[src/rtl/reg_wb_queue.sv]
// Register-file write-back queue.
// Collects ALU and load results into a small in-order circular buffer and
// drains one entry per cycle onto the register-file write port. It also
// exposes a pending-write scoreboard and two bypass lookup ports that return
// the youngest not-yet-committed value for a register.
module reg_wb_queue #(
    parameter int DATA_WIDTH = 32,
    parameter int ADDR_WIDTH = 5,
    parameter int DEPTH      = 4
) (
    input  logic                       clk,
    input  logic                       rst,

    input  logic                       alu_valid,
    output logic                       alu_ready,
    input  logic [ADDR_WIDTH-1:0]      alu_waddr,
    input  logic [DATA_WIDTH-1:0]      alu_wdata,

    input  logic                       mem_valid,
    output logic                       mem_ready,
    input  logic [ADDR_WIDTH-1:0]      mem_waddr,
    input  logic [DATA_WIDTH-1:0]      mem_wdata,

    output logic                       rf_wen,
    output logic [ADDR_WIDTH-1:0]      rf_waddr,
    output logic [DATA_WIDTH-1:0]      rf_wdata,

    output logic [(1<<ADDR_WIDTH)-1:0] busy,

    input  logic [ADDR_WIDTH-1:0]      byp_raddr1,
    input  logic [ADDR_WIDTH-1:0]      byp_raddr2,
    output logic                       byp_hit1,
    output logic                       byp_hit2,
    output logic [DATA_WIDTH-1:0]      byp_data1,
    output logic [DATA_WIDTH-1:0]      byp_data2
);

    localparam int PTR_W = $clog2(DEPTH);
    localparam int CNT_W = PTR_W + 1;

    logic [ADDR_WIDTH-1:0] q_addr [DEPTH];
    logic [DATA_WIDTH-1:0] q_data [DEPTH];
    logic [PTR_W-1:0]      head;
    logic [PTR_W-1:0]      tail;
    logic [CNT_W-1:0]      count;

    logic                  alu_push;
    logic                  mem_push;
    logic                  pop;
    logic [PTR_W-1:0]      mem_slot;

    // Ready depends only on the registered occupancy; a pop in the same cycle
    // does not free space early. Writes to r0 are accepted but take no slot,
    // so they do not reduce the space offered to the load port.
    assign alu_ready = (count < CNT_W'(DEPTH));
    assign alu_push  = alu_valid && alu_ready && (alu_waddr != '0);
    assign mem_ready = ((count + CNT_W'(alu_push)) < CNT_W'(DEPTH));
    assign mem_push  = mem_valid && mem_ready && (mem_waddr != '0);
    assign pop       = (count != '0);

    // The load entry lands behind the ALU entry when both push together.
    assign mem_slot  = tail + PTR_W'(alu_push);

    // Head entry is presented to the register file whenever the queue is not empty.
    assign rf_wen   = pop;
    assign rf_waddr = pop ? q_addr[head] : '0;
    assign rf_wdata = pop ? q_data[head] : '0;

    // Entry storage: write accepted results into their slots, cleared on reset.
    always_ff @(posedge clk or posedge rst) begin
        if (rst) begin
            for (int i = 0; i < DEPTH; i++) begin
                q_addr[i] <= '0;
                q_data[i] <= '0;
            end
        end else begin
            if (alu_push) begin
                q_addr[tail] <= alu_waddr;
                q_data[tail] <= alu_wdata;
            end
            if (mem_push) begin
                q_addr[mem_slot] <= mem_waddr;
                q_data[mem_slot] <= mem_wdata;
            end
        end
    end

    // Pointer and occupancy bookkeeping; the head entry commits on every non-empty edge.
    always_ff @(posedge clk or posedge rst) begin
        if (rst) begin
            head  <= '0;
            tail  <= '0;
            count <= '0;
        end else begin
            tail  <= tail + PTR_W'(alu_push) + PTR_W'(mem_push);
            head  <= head + PTR_W'(pop);
            count <= count + CNT_W'(alu_push) + CNT_W'(mem_push) - CNT_W'(pop);
        end
    end

    // Scan valid entries oldest to youngest so the last match is the youngest.
    always_comb begin
        busy      = '0;
        byp_hit1  = 1'b0;
        byp_hit2  = 1'b0;
        byp_data1 = '0;
        byp_data2 = '0;
        for (int i = 0; i < DEPTH; i++) begin
            if (CNT_W'(i) < count) begin
                busy[q_addr[head + PTR_W'(i)]] = 1'b1;
                if ((byp_raddr1 != '0) && (q_addr[head + PTR_W'(i)] == byp_raddr1)) begin
                    byp_hit1  = 1'b1;
                    byp_data1 = q_data[head + PTR_W'(i)];
                end
                if ((byp_raddr2 != '0) && (q_addr[head + PTR_W'(i)] == byp_raddr2)) begin
                    byp_hit2  = 1'b1;
                    byp_data2 = q_data[head + PTR_W'(i)];
                end
            end
        end
        busy[0] = 1'b0;
    end

endmodule
[config.mk]
export PLATFORM = sky130hd
export DESIGN_NAME = reg_wb_queue
export DESIGN_NICKNAME = d
export VERILOG_FILES = /design/src/rtl/reg_wb_queue.sv
export SDC_FILE = /design/constraint.sdc
export NUM_CORES = 1
export LEC_CHECK = 0
export CORE_ASPECT_RATIO = 0.8
export CORE_UTILIZATION = 61
export CTS_CLUSTER_SIZE = 14
export DETAILED_ROUTE_END_ITERATION = 10
export PLACE_DENSITY = 0.89
export SYNTH_ARGS = -nofsm -noshare
export SYNTH_HDL_FRONTEND = slang
export SYNTH_SLANG_ARGS = --single-unit
export TNS_END_PERCENT = 30
[constraint.sdc]
create_clock -name clk -period 14.65 [get_ports clk]
set_input_delay 2.1975 -clock clk [delete_from_list [all_inputs] [get_ports clk]]
set_output_delay 2.1975 -clock clk [all_outputs]
set_load 0.005 [all_outputs]
==> impl_metrics.py <==
metrics = {
    "outcome": {
        "outcome": "complete, no violations",
    },
    "global_route": {
        "groute.layer.met2.usage": 0.602,
        "grt.met1_usage": 0.502,
        "grt_start_max_net_pins": 109,
        "global_route.usage.met3": 0.121,
        "busiest_layer": "met2",
        "grt.total_usage": 0.393,
        "initial_antenna_violation_count": 3,
        "grt_first_pass_wirelength_mm": 77.4,
        "overflow": 0,
        "number_of_global_route_vias_before_repair": 14800,
    },
    "detailed_routing": {
        "wl_per_cell_um": 21.7,
        "drt-pass1-iter-count": 6,
        "avgViaCountPerCell": 6.85,
        "final_antenna_net_count": 0,
        "initialDrtViolationCount": 2125,
        "drc": 0,
        "routed-via-count": 15600,
        "routed_wirelength_mm": 49.3,
    },
    "worst_setup_path": {
        "timing.rr.end": "q_data[26]$_DFF_PP0_",
        "rr_startpoint": "count[2]$_DFF_PP0_",
        "cp.depth": 10,
        "critPathArrivalTime_ns": 5.89,
        "reg2reg_depth": 11,
        "critical_path_required_ns": 12.45,
        "worst_path_max_delay_cell": "clkdlybuf4s50_1",
        "reg2reg_setup_slack_ns": 10.40,
        "cells_traversed_along_the_worst_timing_path": "clkdlybuf4s50_1 > nor4_1 > a211oi_1 > o21ai_4 > buf_4 > or2_1 > buf_4 > a31oi_1 > a211oi_1 > clkdlybuf4s50_1",
        "worstSetupPathType": "in -> out",
        "cp-start-kind": "input port",
        "critical-path-max-stage-delay_ns": 0.56,
        "worstSetupEndpoint": "byp_data1[29]",
        "critical_path_peak_fanout": 33,
        "worst_path_dominant_cell_family": "buffers and inverters",
        "crit_buf_inv": 4,
        "setup.worst_path.start": "byp_raddr1[1]",
        "crit_path_end_kind": "output pin",
    },
    "cells_and_area": {
        "area_growth_syn_to_layout_pct": 18.1,
        "fillerInstances": 1713,
        "stdcell_area_um2": 17500,
        "layout.core_utilization": 0.741,
        "final_cells": 2272,
        "drive_above_1_share": 0.107,
        "sequential_cell_area_um2": 3890,
        "finish.net_count": 2041,
        "area_of_the_multi_input_gates_um2": 10000,
    },
    "power_and_ir_drop": {
        "power.share.switching": 0.500,
        "share_of_power_burned_in_registers": 0.182,
        "combPwrFrac": 0.725,
        "vdd_drop_max_uv": 146,
        "power.density_cell_area_nw_per_um2": 268,
        "total_leakage_power_nw": 7.37,
        "power.internal_mw": 2.35,
        "net_switching_power_figure_mw": 2.35,
        "share_clk_of_total_power": 0.093,
        "post-layout-total-power_mw": 4.70,
    },
    "synth": {
        "synth_simple_gate_area_share": 0.215,
        "largest_area_contributor_in_the_netlist": "dfrtp_1",
        "muxShareOfSynthArea": 0.207,
        "netlist.area_leader.share": 0.262,
        "post_synth_fa_ha_maj_area_fraction": 0.00726,
        "synth-seq-area-share": 0.262,
        "post_synth_xor_area_fraction": 0.0259,
        "synth_compound_gate_area_share": 0.217,
        "number_of_synthesized_flops_with_an_enable_pin": 0,
        "synth.yosys.warnings": 0,
        "ys.flop_type": "dfrtp_1",
        "post_synth_num_cell_types": 68,
        "synth_top_family_by_area": "compound AO/OA/AOI/OAI gates",
        "post_synth_main_area_contributors": "dfrtp_1 26%, mux2i_1 15%, o21ai_0 6.2%",
        "synth_area_um2": 14800,
        "synth_nets": 1947,
        "netlist_instances": 1851,
        "postSynthAreaPerCell_um2": 8.01,
        "yosys_register_bits": 155,
        "synth_async_sr_flop_share": 1.00,
    },
    "clock_network": {
        "clock_tree_root": "clkbuf_16",
        "post_cts_resize_count": 0,
        "htreeDepth": 4,
        "hold_buffers": 0,
        "number_of_sinks_handled_by_clock_tree_synthesis": 155,
        "tritoncts_clock_tree": "done",
        "cts_setup_buffers": 0,
        "cts_inserted_buffers": 17,
        "clock_transition_at_the_registers_of_the_reported_paths_ns": 0.07,
        "clk-insertion-delay-late_ns": 0.45,
        "max-clock-path-buffers": 2,
    },
    "die": {
        "floorplan.core_area_um2": 23600,
        "die_width_um": 176,
        "fp.dieH_um": 141,
        "io_pins": 226,
        "fp-row-count": 50,
        "initial_utilization": 0.627,
        "die_ar_um2": 24900,
    },
    "place": {
        "place_area_um2": 16900,
        "dpl_worst_slack_ns": 6.71,
        "numPlacedInstances": 2238,
        "detailed_place_hpwl_mm": 32.4,
        "gpl.final_weighted_congestion": 1.02,
        "io_buffer_count": 224,
    },
    "sta": {
        "summed_negative_setup_slack_over_all_endpoints_ns": 0,
        "tightest_slew_ns": 1.18,
        "layout_setup_ws_ns": 6.57,
        "drv_slew": 0,
        "max_freq_ghz": 0.124,
        "timing_hold_violations_final": 0,
        "final-setup-viol-count": 0,
        "slew-limit-headroom": 0.214,
        "fin_skew_ns": 0.0129,
        "hold_slack_ns": 0.592,
        "post-route-min-period_ns": 8.08,
        "post-route-period-util": 0.552,
        "rsz0062_at_grt": "false",
    },
    "hold_path": {
        "hold_class": "reg -> reg",
    },
    "run": {
        "cap_viol_max_count": 0,
    },
}
[sequential cells by signal, indices dropped and copies added, names as in the netlist]
name and flops:
q_data 128, q_addr 20, count 3, head 2, tail 2
[worst min path at each step]
stage	start	to	depth (start not counted)
after global placement	q_data[22]$_DFF_PP0_	q_data[22]$_DFF_PP0_	2
after detailed placement	q_data[122]$_DFF_PP0_	q_data[122]$_DFF_PP0_	2
final	q_data[25]$_DFF_PP0_	q_data[25]$_DFF_PP0_	2
after global routing	q_data[24]$_DFF_PP0_	q_data[24]$_DFF_PP0_	2
after floorplan	q_data[0]$_DFF_PP0_	q_data[0]$_DFF_PP0_	2
after CTS	q_data[67]$_DFF_PP0_	q_data[67]$_DFF_PP0_	2
[power by group through the flow]
stage	logic, mW	clock network [mW]	registers, mW
finish	3.41	0.438	0.855
global route	3.64	0.460	0.876
CTS	3.31	0.436	0.844
detailed placement	3.29	0	0.845
global placement	3.18	0	0.825
floorplan	2.25	0	0.766
[cells by family (layout without fill, tap and decap cells)]
| family | after synthesis | after routing |
|---|---|---|
| other | 1 | 3 |
| AOI/OAI and AO/OA | 478 | 478 |
| and+or+nand+nor | 670 | 670 |
| xor gates and xnor gates | 43 | 43 |
| buffers and inverters | 221 | 328 |
| DFF | 155 | 155 |
| muxes | 275 | 275 |
| adders and majority gates | 8 | 8 |
[layout make-up]
cell class                      count  share of cell area
Antenna cell                        2            0.000286
Clock buffer                       17              0.0243
Clock inverter                     15             0.00836
Inverter                           43             0.00950
Multi-Input combinational cell   1475               0.573
Sequential cell                   155               0.222
Tap cell                          312              0.0223
Timing Repair Buffer              253               0.140
[cell usage in the layout, fill, tap and decap left out, drive strengths merged, types with 30 or more instances in the layout]
master         synthesis  final
a211oi                35     35
a21oi                 94     94
a31oi                 32     32
and2                  43     43
clkdlybuf4s50          0    224
dfrtp                155    155
inv                   42     54
mux2                  35     35
mux2i                220    220
nand2                240    240
nor2                 121    121
nor2b                 31     31
nor3                 138    138
o21ai                185    185
o221a                 30     30
o31ai                 30     30
or2                   38     38
xnor2                 30     30
[worst min-delay path, stage by stage (launching register included)]
cell	delay (ns)
dfrtp_1	0.36
mux2i_1	0.07
o21ai_0	0.13
[synthesized netlist by cell type, drive strengths merged (4+ instances only)]
| cell | instances |
|---|---|
| mux2i | 220 |
| nor4 | 5 |
| dfrtp | 155 |
| clkbuf | 102 |
| o221a | 30 |
| o221ai | 18 |
| or3 | 5 |
| nand4 | 4 |
| a21oi | 94 |
| a31oi | 32 |
| o31ai | 30 |
| ha | 7 |
| nor3b | 7 |
| buf | 76 |
| nor3 | 138 |
| a211oi | 35 |
| a221o | 13 |
| a22oi | 17 |
| nand2 | 240 |
| nand3b | 7 |
| xor2 | 13 |
| and3 | 4 |
| or2 | 38 |
| nor2b | 31 |
| mux2 | 35 |
| xnor2 | 30 |
| inv | 42 |
| o21ai | 185 |
| nand3 | 13 |
| nor2 | 121 |
| mux4 | 20 |
| o22ai | 13 |
| and2 | 43 |
[metal layers]
layer	wire length, um	share of wire
met2	21700	0.44
met5	23	0.00047
met3	6400	0.13
met1	19000	0.38
met4	2140	0.043
No activity file was read; power rests on OpenSTA's default activity.
